[config.mk]
export PLATFORM = sky130hd
export DESIGN_NAME = taylor_asin_rtl
export DESIGN_NICKNAME = d
export VERILOG_FILES = /design/src/rtl/taylor_asin_rtl.sv
export SDC_FILE = /design/constraint.sdc
export NUM_CORES = 1
export LEC_CHECK = 0
export ABC_AREA = 1
export BUFFER_PORTS_ARGS = -buffer_cell sky130_fd_sc_hd__buf_2
export CAP_MARGIN = 5
export CORE_MARGIN = 5
export CORE_UTILIZATION = 30
export CTS_CLUSTER_DIAMETER = 50
export CTS_CLUSTER_SIZE = 24
export DETAILED_ROUTE_END_ITERATION = 6
export GPL_ROUTABILITY_DRIVEN = 1
export PLACE_DENSITY = 0.5
export SYNTH_ARGS = -nofsm -noshare
export SYNTH_HDL_FRONTEND = slang
export SYNTH_SLANG_ARGS = --single-unit
[constraint.sdc]
create_clock -name clock -period 7.35 [get_ports clock]
set_clock_uncertainty 0.05 [all_clocks]
set_input_delay 0.735 -clock clock [delete_from_list [all_inputs] [get_ports clock]]
set_output_delay 0.735 -clock clock [all_outputs]
set_load 0.005 [all_outputs]
[src/rtl/taylor_asin_rtl.sv]
`default_nettype none
`timescale 1ns/1ps
// ============================================================================
// Module      : taylor_asin_rtl
// Description : Sequential fixed-point arcsine using a truncated Taylor series.
//               asin(x) = x + sum_{k=0..4} c[k] * x^(2k+3). One multiplier
//               operation per state. Output is held until start_in drops.
//               Optional input clamp with range flag: TAYLOR_ASIN_CLAMP_EN.
// Revision    : 1.0 - initial release
// ============================================================================
module taylor_asin_rtl #(
    parameter int FXP_SHIFT = 10,
    parameter int W         = 12
) (
    input  logic         clock,
    input  logic         reset,
    input  logic         start_in,
    input  logic [W-1:0] x_in,
    output logic         ready_out,
    output logic [W-1:0] asin_out
`ifdef TAYLOR_ASIN_CLAMP_EN
    ,
    output logic         range_err_out
`endif
);

    typedef enum logic [2:0] {
        S_IDLE = 3'd0,
        S_SQ   = 3'd1,
        S_PMUL = 3'd2,
        S_CMUL = 3'd3,
        S_ACC  = 3'd4,
        S_DONE = 3'd5,
        S_HOLD = 3'd6
    } state_t;

    localparam logic [2:0] c_last_k = 3'd4;

    // Series coefficients in Q10: 1/6, 3/40, 15/336, 105/3456, 945/42240.
    function automatic logic signed [W-1:0] coef(input logic [2:0] k);
        logic signed [W-1:0] c;
        case (k)
            3'd0:    c = W'(171);
            3'd1:    c = W'(77);
            3'd2:    c = W'(46);
            3'd3:    c = W'(31);
            3'd4:    c = W'(23);
            default: c = '0;
        endcase
        return c;
    endfunction

    // Full-width signed product, floor shift back to Q format, keep low W bits.
    function automatic logic signed [W-1:0] fmul(input logic signed [W-1:0] a,
                                                 input logic signed [W-1:0] b);
        logic signed [2*W-1:0] prod;
        prod = a * b;
        return W'(prod >>> FXP_SHIFT);
    endfunction

    state_t                r_state;
    state_t                w_next;
    logic signed [W-1:0]   r_x;
    logic signed [W-1:0]   r_x2;
    logic signed [W-1:0]   r_p;
    logic signed [W-1:0]   r_t;
    logic signed [W+1:0]   r_acc;
    logic [2:0]            r_k;
    logic signed [W-1:0]   w_x_cap;
    logic [W-1:0]          w_sat;

`ifdef TAYLOR_ASIN_CLAMP_EN
    localparam logic signed [W-1:0] c_one = W'(1 << FXP_SHIFT);
    logic w_oor;

    // Clamp the operand to [-1.0, +1.0] and flag when clamping occurred.
    always_comb begin
        w_x_cap = $signed(x_in);
        w_oor   = 1'b0;
        if ($signed(x_in) > c_one) begin
            w_x_cap = c_one;
            w_oor   = 1'b1;
        end else if ($signed(x_in) < -c_one) begin
            w_x_cap = -c_one;
            w_oor   = 1'b1;
        end
    end
`else
    // Operand passes through unmodified.
    always_comb begin
        w_x_cap = $signed(x_in);
    end
`endif

    // Saturate the widened accumulator back into W bits.
    always_comb begin
        if ((r_acc[W+1:W-1] == 3'b000) || (r_acc[W+1:W-1] == 3'b111)) begin
            w_sat = r_acc[W-1:0];
        end else if (r_acc[W+1]) begin
            w_sat = {1'b1, {(W-1){1'b0}}};
        end else begin
            w_sat = {1'b0, {(W-1){1'b1}}};
        end
    end

    // State register.
    always_ff @(posedge clock) begin
        if (reset) begin
            r_state <= S_IDLE;
        end else begin
            r_state <= w_next;
        end
    end

    // Next-state sequencing: square, then five power/coefficient/accumulate rounds.
    always_comb begin
        w_next = r_state;
        case (r_state)
            S_IDLE:  if (start_in) w_next = S_SQ;
            S_SQ:    w_next = S_PMUL;
            S_PMUL:  w_next = S_CMUL;
            S_CMUL:  w_next = S_ACC;
            S_ACC:   w_next = (r_k == c_last_k) ? S_DONE : S_PMUL;
            S_DONE:  w_next = S_HOLD;
            S_HOLD:  if (!start_in) w_next = S_IDLE;
            default: w_next = S_IDLE;
        endcase
    end

    // Datapath and output registers; each state performs one arithmetic step.
    always_ff @(posedge clock) begin
        if (reset) begin
            ready_out <= 1'b0;
            asin_out  <= '0;
            r_x       <= '0;
            r_x2      <= '0;
            r_p       <= '0;
            r_t       <= '0;
            r_acc     <= '0;
            r_k       <= '0;
`ifdef TAYLOR_ASIN_CLAMP_EN
            range_err_out <= 1'b0;
`endif
        end else begin
            case (r_state)
                S_IDLE: begin
                    if (start_in) begin
                        r_x       <= w_x_cap;
                        r_acc     <= {{2{w_x_cap[W-1]}}, w_x_cap};
                        ready_out <= 1'b0;
`ifdef TAYLOR_ASIN_CLAMP_EN
                        range_err_out <= w_oor;
`endif
                    end
                end
                S_SQ: begin
                    r_x2 <= fmul(r_x, r_x);
                    r_p  <= r_x;
                    r_k  <= '0;
                end
                S_PMUL: begin
                    r_p <= fmul(r_p, r_x2);
                end
                S_CMUL: begin
                    r_t <= fmul(r_p, coef(r_k));
                end
                S_ACC: begin
                    r_acc <= r_acc + {{2{r_t[W-1]}}, r_t};
                    r_k   <= r_k + 3'd1;
                end
                S_DONE: begin
                    asin_out  <= w_sat;
                    ready_out <= 1'b1;
                end
                default: begin
                end
            endcase
        end
    end

endmodule
`default_nettype wire

== After elaboration in Yosys (flattened, before gate mapping) ==
Index checks and enable logic that the tools add are counted.

* Mux-type cells: 15
* Multiply operators: 3
* Add/subtract/negate cells: 2
* Reduce and logical (&&, ||, !) cells: 12
* Equal/unequal tests: 13

{| class="wikitable"
|+ Operators by type and width
! operator !! number
|-
| multiplier 12 x 12 -> 22 bit || 3
|-
| two-way mux 12 bit || 4
|-
| case mux 8 bit (5 select lines) || 1
|-
| case mux 14 bit (2 select lines) || 1
|-
| case mux 12 bit (2 select lines) || 1
|-
| case mux 3 bit (7 select lines) || 1
|-
| equality test 3 bit, second input constant || 5
|-
| adder 14 bit || 1
|-
| two-way mux 14 bit || 1
|-
| equality test 3 x 2 -> 1 bit, second input constant || 4
|-
| logical NOT 3 bit || 3
|-
| two-way mux 3 bit || 3
|-
| AND reduction 2 bit || 4
|-
| nonzero test 2 bit || 4
|-
| equality test 3 x 1 -> 1 bit, second input constant || 2
|-
| case mux 3 bit (2 select lines) || 1
|-
| != test 2 bit, second input constant || 2
|-
| adder 3 x 1 -> 3 bit, second input constant || 1
|-
| case mux 1 bit (2 select lines) || 1
|-
| logical OR 1 bit || 1
|-
| two-way mux 1 bit || 1
|}

* Output and inout bits: 13
* Bits of input ports: 15
* Logic and storage cells: 54
* Register bits after elaboration: 81

== Longest topological paths before layout ==
* Depth in word-level cells: 5
* Depth in mapped cells: 32
* Mapped depth without buffers: 32

== Least setup slack after synthesis ==
No wires, ideal clock.

* Path type: register -> register
* Start point: reg r_k[0]
* End point: reg r_t[7]
* Arrival: 5.127 ns
* Slack: 2.060 ns
* Path buffers: 0
* Clock period less this slack: 5.290 ns
* Stages on the path, launching flop included: 28
* Required time: 7.187 ns
* Setup time: 0.113 ns
* Path through: dfxtp_1 -> inv_2 -> ha_1 -> nand2_1 -> inv_1 -> a21oi_2 -> nand2_1 -> inv_1 -> nand2_1 -> nand2_1 -> inv_2 -> nand2_1 -> fa_1 -> fa_1 -> inv_1 -> fa_1 -> fa_1 -> inv_1 -> fa_1 -> inv_1 -> ha_1 -> a21oi_1 -> o21ai_0 -> a21oi_1 -> nand2_2 -> xor2_1 -> o21ai_1 -> inv_1

* Word-level cells in the longest chain between the ends: 5
* Elaborated cells between the ends (all ways): 9
* Classes of those cells: mul (1); eq/ne (4); mux (3); reduce/logical (1)

{| class="wikitable"
|+ Ends and longest elaborated chain
! element !! line !! RTL
|-
| start: declaration || 68 || <nowiki>logic [2:0] r_k;</nowiki>
|-
| start signal: assignment || 169 || <nowiki>r_k <= r_k + 3'd1;</nowiki>
|-
| equality test 3 bit, or another cell as far along || 42 || <nowiki>case (k)</nowiki>
|-
| case mux 8 bit (5 select lines) (*) || 42 ||
|-
| two-way mux 12 bit (*) || 145 || <nowiki>case (r_state)</nowiki>
|-
| two-way mux 12 bit (*) || 132 || <nowiki>if (reset) begin</nowiki>
|-
| multiplier 12 x 12 -> 22 bit (*) || 57 || <nowiki>prod = a * b;</nowiki>
|-
| end signal: assignment || 165 || <nowiki>r_t <= fmul(r_p, coef(r_k));</nowiki>
|-
| end: declaration || 66 || <nowiki>logic signed [W-1:0] r_t;</nowiki>
|}

Mark *: on every way between the ends. The rest lies on a longest branch, timed or not. The select of a mux whose other input is x is not followed.
A chain may end at the register's enable or synchronous reset.

== Worst setup path after layout ==
Same ends and word-level chain as after synthesis.

==> out/qor.txt <==
Power Density - 144 mW/mm^2
Post-Syn Instances - 2,398
Die Ht - 254 microns
latest clock arrival within the worst-skew pair - 350 ps
Synth cell types - 44
Setup Buffers After CTS - 0
Syn Nets - 2,902
Pins Over Slew Limit - 0
max cap viols - 0
post-synthesis sequential area ratio - 9.06%
area share of the largest cell type after synthesis - 35.8%
antenna-violating nets left - 0
P&R area growth vs syn - 6.77%
average wire per standard cell - 14.6 microns
DRC Markers - 0
Iter 0 DRT Violations - 641
top fanout value on the critical path - 12
core area - 0.0590 sq mm
Mapped Avg Cell Area - 7.46 sq um
die width - 254 microns
IO buf count - 27
Die ar. - 0.0646 sq mm
hold_ws - 401 ps
Synth Area in Compound Gates - 7.25%
min Tclk post-route - 6360 ps
multi-input logic area - 0.0135 sq mm
Worst Setup End Kind - flip-flop
Starting Density - 30.3%
vias in the first global route - 15,064
H-tree levels - 3
post-layout util - 32.4%
# setup viols final - 0
vias post-DR - 14,257
ys flop type - dfxtp_1
Tcrit/Tclk final - 86.6%
worst path required time - 7540 ps
Seq. cell area - 0.00162 sq mm
post-synthesis register bit count - 81
post-synth top area cell - fa_1
ys async rst share - 0%
CTS tree - built
mux contribution to synthesized area - 0%
layout cells sized above 1 - 4.49%
I/O pins - 28
top post-synthesis cells by count - 647 x inv_1, 572 x nand2_1, 320 x fa_1
FP Rows - 89
Worst-Margin Slew - 1090 ps
largest family of logic cells by synthesized area - adder cells
Hold WC Path Type - reg2reg
Placer Congestion - 0.883
reg2reg setup slack - 990 ps
grt total ovfl - 0
dpl cell area - 0.0188 sq mm
EDFF count, synth - 0
Setup TNS Final - 0 ps
simple logic cell fraction of the synthesized area - 19.1%
Slew HR - 27.1%
Ys Warns - 0
CTS Hold Bufs - 0
XOR/XNOR Fraction of Synth Area - 1.37%
WS Path Type - reg2reg
cell area after synthesis - 0.0179 sq mm
Final #Nets - 2,882
most frequent cell after synthesis - inv_1
initial antenna violation count - 1
Finished Cell Area - 0.0191 sq mm
R2R depth - 27
RSZ-0062 raised after global routing - false
post-cts gate resize count - 0
CP Launch Type - flip-flop
Root Driver - clkbuf_16
final setup margin - 987 ps
CP arrival - 6550 ps
top post-synthesis cells by area - fa_1 36%, inv_1 14%, nand2_1 12%
clock transition at the registers of the reported paths - 70 ps
setup slack at placement - 1060 ps
maximum clock path buffer count - 2
Adder-Cell Fraction of Synth Area - 47.6%
hold depth - 2
status - complete, no violations
HPWL Detailed - 38,100 microns
leak pwr - 10.2 nW
first-pass GRT wire length - 77,500 microns
All-Layer GR Usage - 14.7%
maximum VDD drop - 0.000136 V
first-pass iteration count of the detailed router - 6
Via density - 4.52
fmax - 157 MHz
CTS Sinks - 81
CTS buffer count - 9
final hold viol count - 0
Filler cells - 6,439
largest net degree at the start of global routing - 59
final WL - 45,900 microns
## worst max-delay path, stage by stage, from the launching register on
cell	delay [ps]
dfxtp_1	480
inv_2	100
ha_1	230
nand2_1	100
inv_1	70
a21oi_2	230
nand2_1	350
inv_1	170
nand2_1	60
nand2_1	250
inv_2	150
nand2_1	110
fa_1	420
fa_1	390
inv_1	80
fa_1	430
fa_1	550
inv_1	50
fa_1	480
inv_1	50
ha_1	320
a21oi_1	330
o21ai_0	200
a21oi_1	190
nand2_2	90
xor2_1	150
o21ai_1	120
inv_1	50
## final cells by class
class,instances,area share (%)
inverters,662,13.0
diodes,1,0.0131
repair buffers,42,1.30
clock buffers,10,1.25
multi-input cells,1582,70.6
clock inverters,6,0.236
well taps,773,5.06
flip-flops and latches,81,8.49
## flip-flops by register name, summed over array words and instances (netlist names)
| register | cells |
|---|---|
| asin_out | 12 |
| r_t | 12 |
| ready_out | 1 |
| r_state | 3 |
| r_k | 3 |
| r_x2 | 12 |
| r_x | 12 |
| r_acc | 14 |
| r_p | 12 |
## metrics by stage
| stage | power, mW | cells |
|---|---|---|
| after floorplan | 1.83 | 2398 |
| after global placement | 2.30 | 3140 |
| after detailed placement | 2.32 | 3140 |
| after CTS | 2.78 | 3156 |
| after global routing | 3.07 | 3156 |
| final | 2.75 | 3157 |
## logic make-up after synthesis
logic type      count (synthesis)
simple gates                  831
buf+inv                       735
fa+ha+maj                     489
compound gates                234
flops                          81
xor+xnor                       28
## path summary, 6_finish.rpt
| kind | end | from |
|---|---|---|
| worst max-delay path | r_t[7]$_SDFFE_PP0N_ | r_k[0]$_SDFFE_PP0P_ |
| worst min-delay path | asin_out[11]$_SDFFE_PP0P_ | asin_out[11]$_SDFFE_PP0P_ |
| worst max register to register | r_t[7]$_SDFFE_PP0N_ | r_k[0]$_SDFFE_PP0P_ |
| worst min register to register | asin_out[11]$_SDFFE_PP0P_ | asin_out[11]$_SDFFE_PP0P_ |
## cells in the final DEF (no fill, tap or decap), types with 4 or more instances in the layout
cell type	instances
nand2_1	572
ha_1	169
inv_1	647
a21o_1	8
xnor2_1	12
fa_1	320
nand4_1	8
inv_2	10
a21oi_1	112
nor3_1	17
dfxtp_1	81
nand2_4	6
nand2_2	12
a31oi_1	14
o21ai_1	5
nor2_1	120
inv_6	5
o21ai_0	65
buf_2	27
o21bai_1	7
buf_4	15
clkbuf_16	9
a21oi_2	4
xor2_1	16
o211ai_1	8
nand3_1	78
## power breakdown
group	switching (mW)	internal, mW	leakage [nW]
Sequential	0.145	0.479	0.661
Clock	0.202	0.242	0.144
Combinational	1.07	0.611	9.37
## routing by layer
| layer | share of wire (%) | up-vias | global-route usage, % |
|---|---|---|---|
| met4 | 1.1 | 0 | 2.41 |
| li1 | - | 7026 | - |
| met1 | 48 | 6960 | 20.8 |
| met5 | 0 | - | 0 |
| met2 | 47 | 240 | 24.9 |
| met3 | 3.7 | 31 | 1.51 |
No activity file was read; power rests on OpenSTA's default activity.
